**src/rtl/conv1d_stride_engine.sv**
```systemverilog
// conv1d_stride_engine: streaming 1-D convolution with configurable kernel
// size (KSIZE) and window advance (STRIDE).
// A frame is: header L, then KSIZE weights (w0 first), then L samples.
// Results come out of a two-stage multiply / sum pipeline.
// Build option CONV_SATURATE_EN: clamp each result to the 16-bit signed
// range instead of keeping the low 16 bits.
module conv1d_stride_engine #(
  parameter int KSIZE  = 2,
  parameter int STRIDE = 2
) (
  input  logic               ACLK,
  input  logic               ARESET,
  input  logic signed [15:0] x_in,
  input  logic               x_en,
  output logic               in_ready,
  output logic signed [15:0] y_out,
  output logic               y_valid,
  output logic        [15:0] out_count,
  output logic               out_count_valid,
  output logic               done
);

  localparam int DATA_W = 16;
  localparam int COEF_W = 16;
  localparam int PROD_W = DATA_W + COEF_W;
  // Three guard bits hold the sum of up to eight full-scale products.
  localparam int ACC_W  = PROD_W + 3;
  localparam int WIDX_W = 3;

  localparam logic [15:0]       KSIZE_U   = 16'(KSIZE);
  localparam logic [15:0]       STRIDE_U  = 16'(STRIDE);
  localparam logic [3:0]        PH_RELOAD = 4'(STRIDE - 1);
  localparam logic [WIDX_W-1:0] WLAST     = WIDX_W'(KSIZE - 1);

  typedef enum logic [1:0] {IDLE, WLOAD, RUN, FLUSH} state_t;

  state_t state_q, state_d;

  logic [15:0]       len_q;
  logic [WIDX_W-1:0] widx_q;
  logic [15:0]       sample_cnt_q;
  logic [3:0]        ph_q;

  logic signed [COEF_W-1:0] wgt_q  [KSIZE];
  logic signed [DATA_W-1:0] win_q  [KSIZE];
  logic signed [DATA_W-1:0] win_p0 [KSIZE];
  logic signed [PROD_W-1:0] prod_p1 [KSIZE];
  logic signed [ACC_W-1:0]  acc_p1;
  logic                     vld_p1;
  logic                     vld_p2;

  logic accept;
  logic hdr_acc;
  logic wgt_acc;
  logic run_acc;
  logic full_p0;
  logic fire_p0;
  logic last_p0;

  // Number of windows a frame of l samples produces.
  function automatic logic [15:0] count_results(input logic [15:0] l);
    if (l >= KSIZE_U) return ((l - KSIZE_U) / STRIDE_U) + 16'd1;
    return 16'd0;
  endfunction

  // Full-precision signed tap product.
  function automatic logic signed [PROD_W-1:0] mul_tap(
    input logic signed [COEF_W-1:0] w,
    input logic signed [DATA_W-1:0] x
  );
    logic signed [PROD_W-1:0] we;
    logic signed [PROD_W-1:0] xe;
    we = {{(PROD_W-COEF_W){w[COEF_W-1]}}, w};
    xe = {{(PROD_W-DATA_W){x[DATA_W-1]}}, x};
    return we * xe;
  endfunction

  // Reduce the accumulator to the 16-bit output word.
  function automatic logic signed [DATA_W-1:0] fit16(input logic signed [ACC_W-1:0] a);
`ifdef CONV_SATURATE_EN
    if (a > $signed(ACC_W'(32767)))  return 16'sh7FFF;
    if (a < $signed(ACC_W'(-32768))) return 16'sh8000;
    return DATA_W'(a);
`else
    return DATA_W'(a);
`endif
  endfunction

  assign accept  = x_en && in_ready;
  assign hdr_acc = accept && (state_q == IDLE);
  assign wgt_acc = accept && (state_q == WLOAD);
  assign run_acc = accept && (state_q == RUN);
  // The window is full once this accept brings the count to KSIZE or more.
  assign full_p0 = (sample_cnt_q >= (KSIZE_U - 16'd1));
  assign fire_p0 = run_acc && full_p0 && (ph_q == 4'd0);
  assign last_p0 = ((sample_cnt_q + 16'd1) == len_q);

  // State register
  always_ff @(posedge ACLK or posedge ARESET) begin
    if (ARESET) state_q <= IDLE;
    else        state_q <= state_d;
  end

  // Next-state and Moore outputs
  always_comb begin
    state_d  = state_q;
    in_ready = 1'b1;
    done     = 1'b0;
    case (state_q)
      IDLE:  if (x_en) state_d = WLOAD;
      WLOAD: if (x_en && (widx_q == WLAST)) state_d = (len_q != 16'd0) ? RUN : FLUSH;
      RUN:   if (x_en && last_p0) state_d = FLUSH;
      FLUSH: begin
        in_ready = 1'b0;
        if (!vld_p1 && !vld_p2) begin
          done    = 1'b1;
          state_d = IDLE;
        end
      end
      default: state_d = IDLE;
    endcase
  end

  // Frame bookkeeping: length, weight index, sample count, stride phase, result count
  always_ff @(posedge ACLK or posedge ARESET) begin
    if (ARESET) begin
      len_q           <= '0;
      widx_q          <= '0;
      sample_cnt_q    <= '0;
      ph_q            <= '0;
      out_count       <= '0;
      out_count_valid <= 1'b0;
    end else begin
      out_count_valid <= 1'b0;
      if (hdr_acc) begin
        len_q           <= $unsigned(x_in);
        out_count       <= count_results($unsigned(x_in));
        out_count_valid <= 1'b1;
        widx_q          <= '0;
        sample_cnt_q    <= '0;
        ph_q            <= '0;
      end
      if (wgt_acc) widx_q <= widx_q + 1'b1;
      if (run_acc) begin
        sample_cnt_q <= sample_cnt_q + 16'd1;
        // ph_q counts the accepts still to go before the next window fires.
        if (full_p0) ph_q <= (ph_q == 4'd0) ? PH_RELOAD : (ph_q - 4'd1);
      end
    end
  end

  // Window as it will look after the current accept (x0 oldest)
  always_comb begin
    for (int k = 0; k < KSIZE - 1; k++) win_p0[k] = win_q[k + 1];
    win_p0[KSIZE-1] = x_in;
  end

  // Weight and sample window storage
  always_ff @(posedge ACLK or posedge ARESET) begin
    if (ARESET) begin
      for (int k = 0; k < KSIZE; k++) begin
        wgt_q[k] <= '0;
        win_q[k] <= '0;
      end
    end else begin
      for (int k = 0; k < KSIZE; k++) begin
        if (wgt_acc && (widx_q == WIDX_W'(k))) wgt_q[k] <= x_in;
        if (hdr_acc)      win_q[k] <= '0;
        else if (run_acc) win_q[k] <= win_p0[k];
      end
    end
  end

  // ---- stage p0 -> p1: per-tap products of the firing window
  always_ff @(posedge ACLK or posedge ARESET) begin
    if (ARESET) begin
      vld_p1 <= 1'b0;
      for (int k = 0; k < KSIZE; k++) prod_p1[k] <= '0;
    end else begin
      vld_p1 <= fire_p0;
      if (fire_p0) begin
        for (int k = 0; k < KSIZE; k++) prod_p1[k] <= mul_tap(wgt_q[k], win_p0[k]);
      end
    end
  end

  // Sign-extended sum of the registered products
  always_comb begin
    acc_p1 = '0;
    for (int k = 0; k < KSIZE; k++)
      acc_p1 = acc_p1 + {{(ACC_W-PROD_W){prod_p1[k][PROD_W-1]}}, prod_p1[k]};
  end

  // ---- stage p1 -> p2: registered sum, reduced to 16 bits
  always_ff @(posedge ACLK or posedge ARESET) begin
    if (ARESET) begin
      vld_p2 <= 1'b0;
      y_out  <= '0;
    end else begin
      vld_p2 <= vld_p1;
      if (vld_p1) y_out <= fit16(acc_p1);
    end
  end

  assign y_valid = vld_p2;

endmodule

```
**config.mk**
```make
export PLATFORM = sky130hd
export DESIGN_NAME = conv1d_stride_engine
export DESIGN_NICKNAME = d
export VERILOG_FILES = /design/src/rtl/conv1d_stride_engine.sv
export SDC_FILE = /design/constraint.sdc
export NUM_CORES = 1
export LEC_CHECK = 0
export BUFFER_PORTS_ARGS = -buffer_cell sky130_fd_sc_hd__buf_4
export CORE_ASPECT_RATIO = 1.25
export CORE_MARGIN = 5
export CORE_UTILIZATION = 60
export CTS_BUF_LIST = sky130_fd_sc_hd__clkbuf_8
export CTS_CLUSTER_SIZE = 8
export DETAILED_ROUTE_END_ITERATION = 7
export PLACE_DENSITY = 0.77
export SLEW_MARGIN = 40
export SYNTH_ARGS = -nofsm -noshare
export SYNTH_HDL_FRONTEND = slang
export SYNTH_SLANG_ARGS = --single-unit
```
**constraint.sdc**
```tcl
create_clock -name ACLK -period 16.6 [get_ports ACLK]
set_input_delay 0.83 -clock ACLK [delete_from_list [all_inputs] [get_ports ACLK]]
set_output_delay 0.83 -clock ACLK [all_outputs]
set_load 0.03 [all_outputs]
```
==> results.txt <==
crit-path cells: nand2_1 -> fa_1 -> inv_1 -> fa_1 -> inv_1 -> fa_1 -> fa_1 -> fa_1 -> fa_1 -> xor2_1 -> xnor2_1 -> xnor2_1 -> xnor2_1 -> xnor3_1 -> xnor2_1 -> o21ai_1
Via Count: 12340
status: completed
average wire per standard cell: 17.50 um
first-pass iteration count of the detailed router: 7
vias in the first global route: 12840
#FFs+latches synth: 156
WS Path Type: flip-flop to flip-flop
Port Buf Inserts: 54
Detailed Route WL: 37500 um
Clk Latency, worst-skew pair: 0.49 ns
Critical Path AT: 5.90 ns
initial antenna violation count: 0
fmax: 0.1806 GHz
Worst-Margin Slew: 0.7448 ns
ratio of cells with drive above 1 in the final layout: 0.08681
Clock transition at path regs: 0.11 ns
Core Box Area: 26830 um^2
CTS tree: yes
CP Launch Type: flip-flop
area delta synth->final: 5.936%
vias per cell: 5.759
TNS Setup: 0 ns
H-tree lvl count: 4
cell taking the most area after synthesis: dfrtp_1
Synth Warn #: 0
fin. max-slew vios: 0
CP Data Required Time: 16.97 ns
mapped cell area: 16340 um^2
first-pass GRT wire length: 63620 um
clk root buf: clkbuf_8
top-count cell post-synth: nand2_1
Slowest cell on crit path: dfrtp_1
Final nets: 2111
Starting Density: 0.6090
Ports: 55
final hold slack: 0.4233 ns
Tot GR Track Use: 0.2569
Post-DP Area: 16880 um^2
Mapped Avg Cell Area: 9.111 um^2
Final ANT Viol Nets: 0
maximum buffer depth of the clock tree: 2
top cells by area, synth: dfrtp_1, fa_1, ha_1, nand2_1, inv_1
library cells used by synthesis: 80
largest delay contributor family on the critical path: adder cells
final cell count without fillers: 2142
CP endpoint kind: flip-flop
largest net degree at the start of global routing: 82
slowest stage delay, CP: 0.62 ns
Tcrit/Tclk final: 0.3335
Synth top area share: 0.2390
Num CTS Buffers: 17
global route overflow: 0
Most common cell on crit path: fa_1
min cycle time layout: 5.536 ns
reg2reg path depth: 16
RSZ-0062 raised after global routing: no
final hold violations: 0
CTS resizes: 0
starting DRC count in detailed routing: 713
gpl congestion: 0.9078
cell count after synthesis: 1793
Hold/Removal Path Class: primary input to asynchronous set/reset pin
final instance area: 17310 um^2
peak fanout along the critical path: 10
Core Rows: 67
Die Span Y: 194.5 um
slew margin rel.: 0.4982
Die Wd: 157.6 um
critical path depth in cells: 16
clock sink count: 156
Final HPWL DP: 28370 um
Die Area: 30650 um^2
FFs w/ async S/R, synth: 1.000
Remaining DRCs: 0
final setup vio count: 0
Main synth FF type: dfrtp_1
Hold Buf Count CTS: 0
Seq/Total Area, Yosys: 0.2390
maximum capacitance violations: 0
Post-synth EDFFs: 0
placed insts: 2110
Post-CTS Setup Repair Bufs: 0
Clock Skew: 0.01832 ns
Buf/Inv on CP: 2
most instantiated cells after synthesis: nand2_1, inv_1, fa_1
syn nets: 2120
# diodes: 0
registers in the layout, indices dropped and copies added (netlist names):
signal / count
len_q: 16
out_count: 16
out_count_valid: 1
ph_q: 4
prod_p1: 32
sample_cnt_q: 16
state_q: 2
vld_p1: 1
wgt_q: 32
widx_q: 3
win_p0: 16
y_out: 16
y_valid: 1
metrics by stage:
step	util	setup slack (ns)
after floorplan	-	10.80
after global routing	0.6451	10.78
after CTS	0.6449	11.00
after detailed placement	0.6292	10.77
after global placement	0.6288	10.92
final	0.6451	11.06
final timing paths:
| check | to | slack [ns] | from |
|---|---|---|---|
| hold reg to reg | y_out[10]$_DFFE_PP0P_ | 0.49 | y_out[10]$_DFFE_PP0P_ |
| hold / removal | prod_p1[15]$_DFFE_PP0P_ | 0.42 | ARESET |
| max in group asynchronous | sample_cnt_q[5]$_DFFE_PP0P_ | 15.05 | ARESET |
| setup reg to reg | prod_p1[47]$_DFFE_PP0P_ | 11.06 | win_p0[23]$_DFFE_PP0P_ |
| setup / recovery | prod_p1[47]$_DFFE_PP0P_ | 11.06 | win_p0[23]$_DFFE_PP0P_ |
| min in group ACLK | y_out[10]$_DFFE_PP0P_ | 0.49 | y_out[10]$_DFFE_PP0P_ |
cells in the final DEF, fill, tap and decap left out, types with 16 or more instances in the layout:
| master | n |
|---|---|
| o21ai_0 | 71 |
| xor2_1 | 41 |
| nand2_1 | 276 |
| inv_1 | 263 |
| buf_4 | 58 |
| xnor2_1 | 84 |
| nand3_1 | 24 |
| clkbuf_8 | 18 |
| a22o_1 | 29 |
| ha_1 | 149 |
| mux2_2 | 42 |
| and2_1 | 132 |
| dfrtp_1 | 156 |
| fa_1 | 159 |
| a21o_1 | 16 |
| a21oi_1 | 29 |
| nor3_1 | 23 |
| nor2_1 | 41 |
kinds of logic after synthesis:
group                    share of synthesized area
AO/OA/AOI/OAI                              0.09092
XOR/XNOR                                   0.06978
adder cells (fa/ha/maj)                     0.3090
buffers and inverters                      0.08257
flip-flops                                  0.2390
multiplexers                               0.03018
AND/OR/NAND/NOR                             0.1786
cell type report:
cell class / instances / area, um^2
tap: 345 / 431.7
multi-input combinational: 1284 / 11100
clock buffer: 18 / 247.7
inverter: 266 / 1006
fill: 2239 / 9520
sequential: 156 / 3904
timing repair buffer: 59 / 446.7
clock inverter: 14 / 172.7
worst register-to-register path, cell delays in order (launching register included):
cell and delay, ns:
dfrtp_1 0.62, nand2_1 0.14, fa_1 0.57, inv_1 0.06
fa_1 0.51, inv_1 0.06, fa_1 0.51, fa_1 0.52
fa_1 0.53, fa_1 0.46, xor2_1 0.16, xnor2_1 0.19
xnor2_1 0.11, xnor2_1 0.29, xnor3_1 0.45, xnor2_1 0.16
o21ai_1 0.07
metal layers:
layer | global-route usage | wire length (um) | vias up | part of all wire
met5 | 0 | 0 | - | 0
met4 | 0.09500 | 1384 | 0 | 0.037
met3 | 0.03537 | 1489 | 90 | 0.040
met2 | 0.4411 | 19190 | 329 | 0.51
met1 | 0.3297 | 15430 | 6180 | 0.41
li1 | - | - | 5736 | -
Power is left out: the tool's default activity adds up to more than one toggle a clock period on the data nets, which glitch-free logic cannot reach.
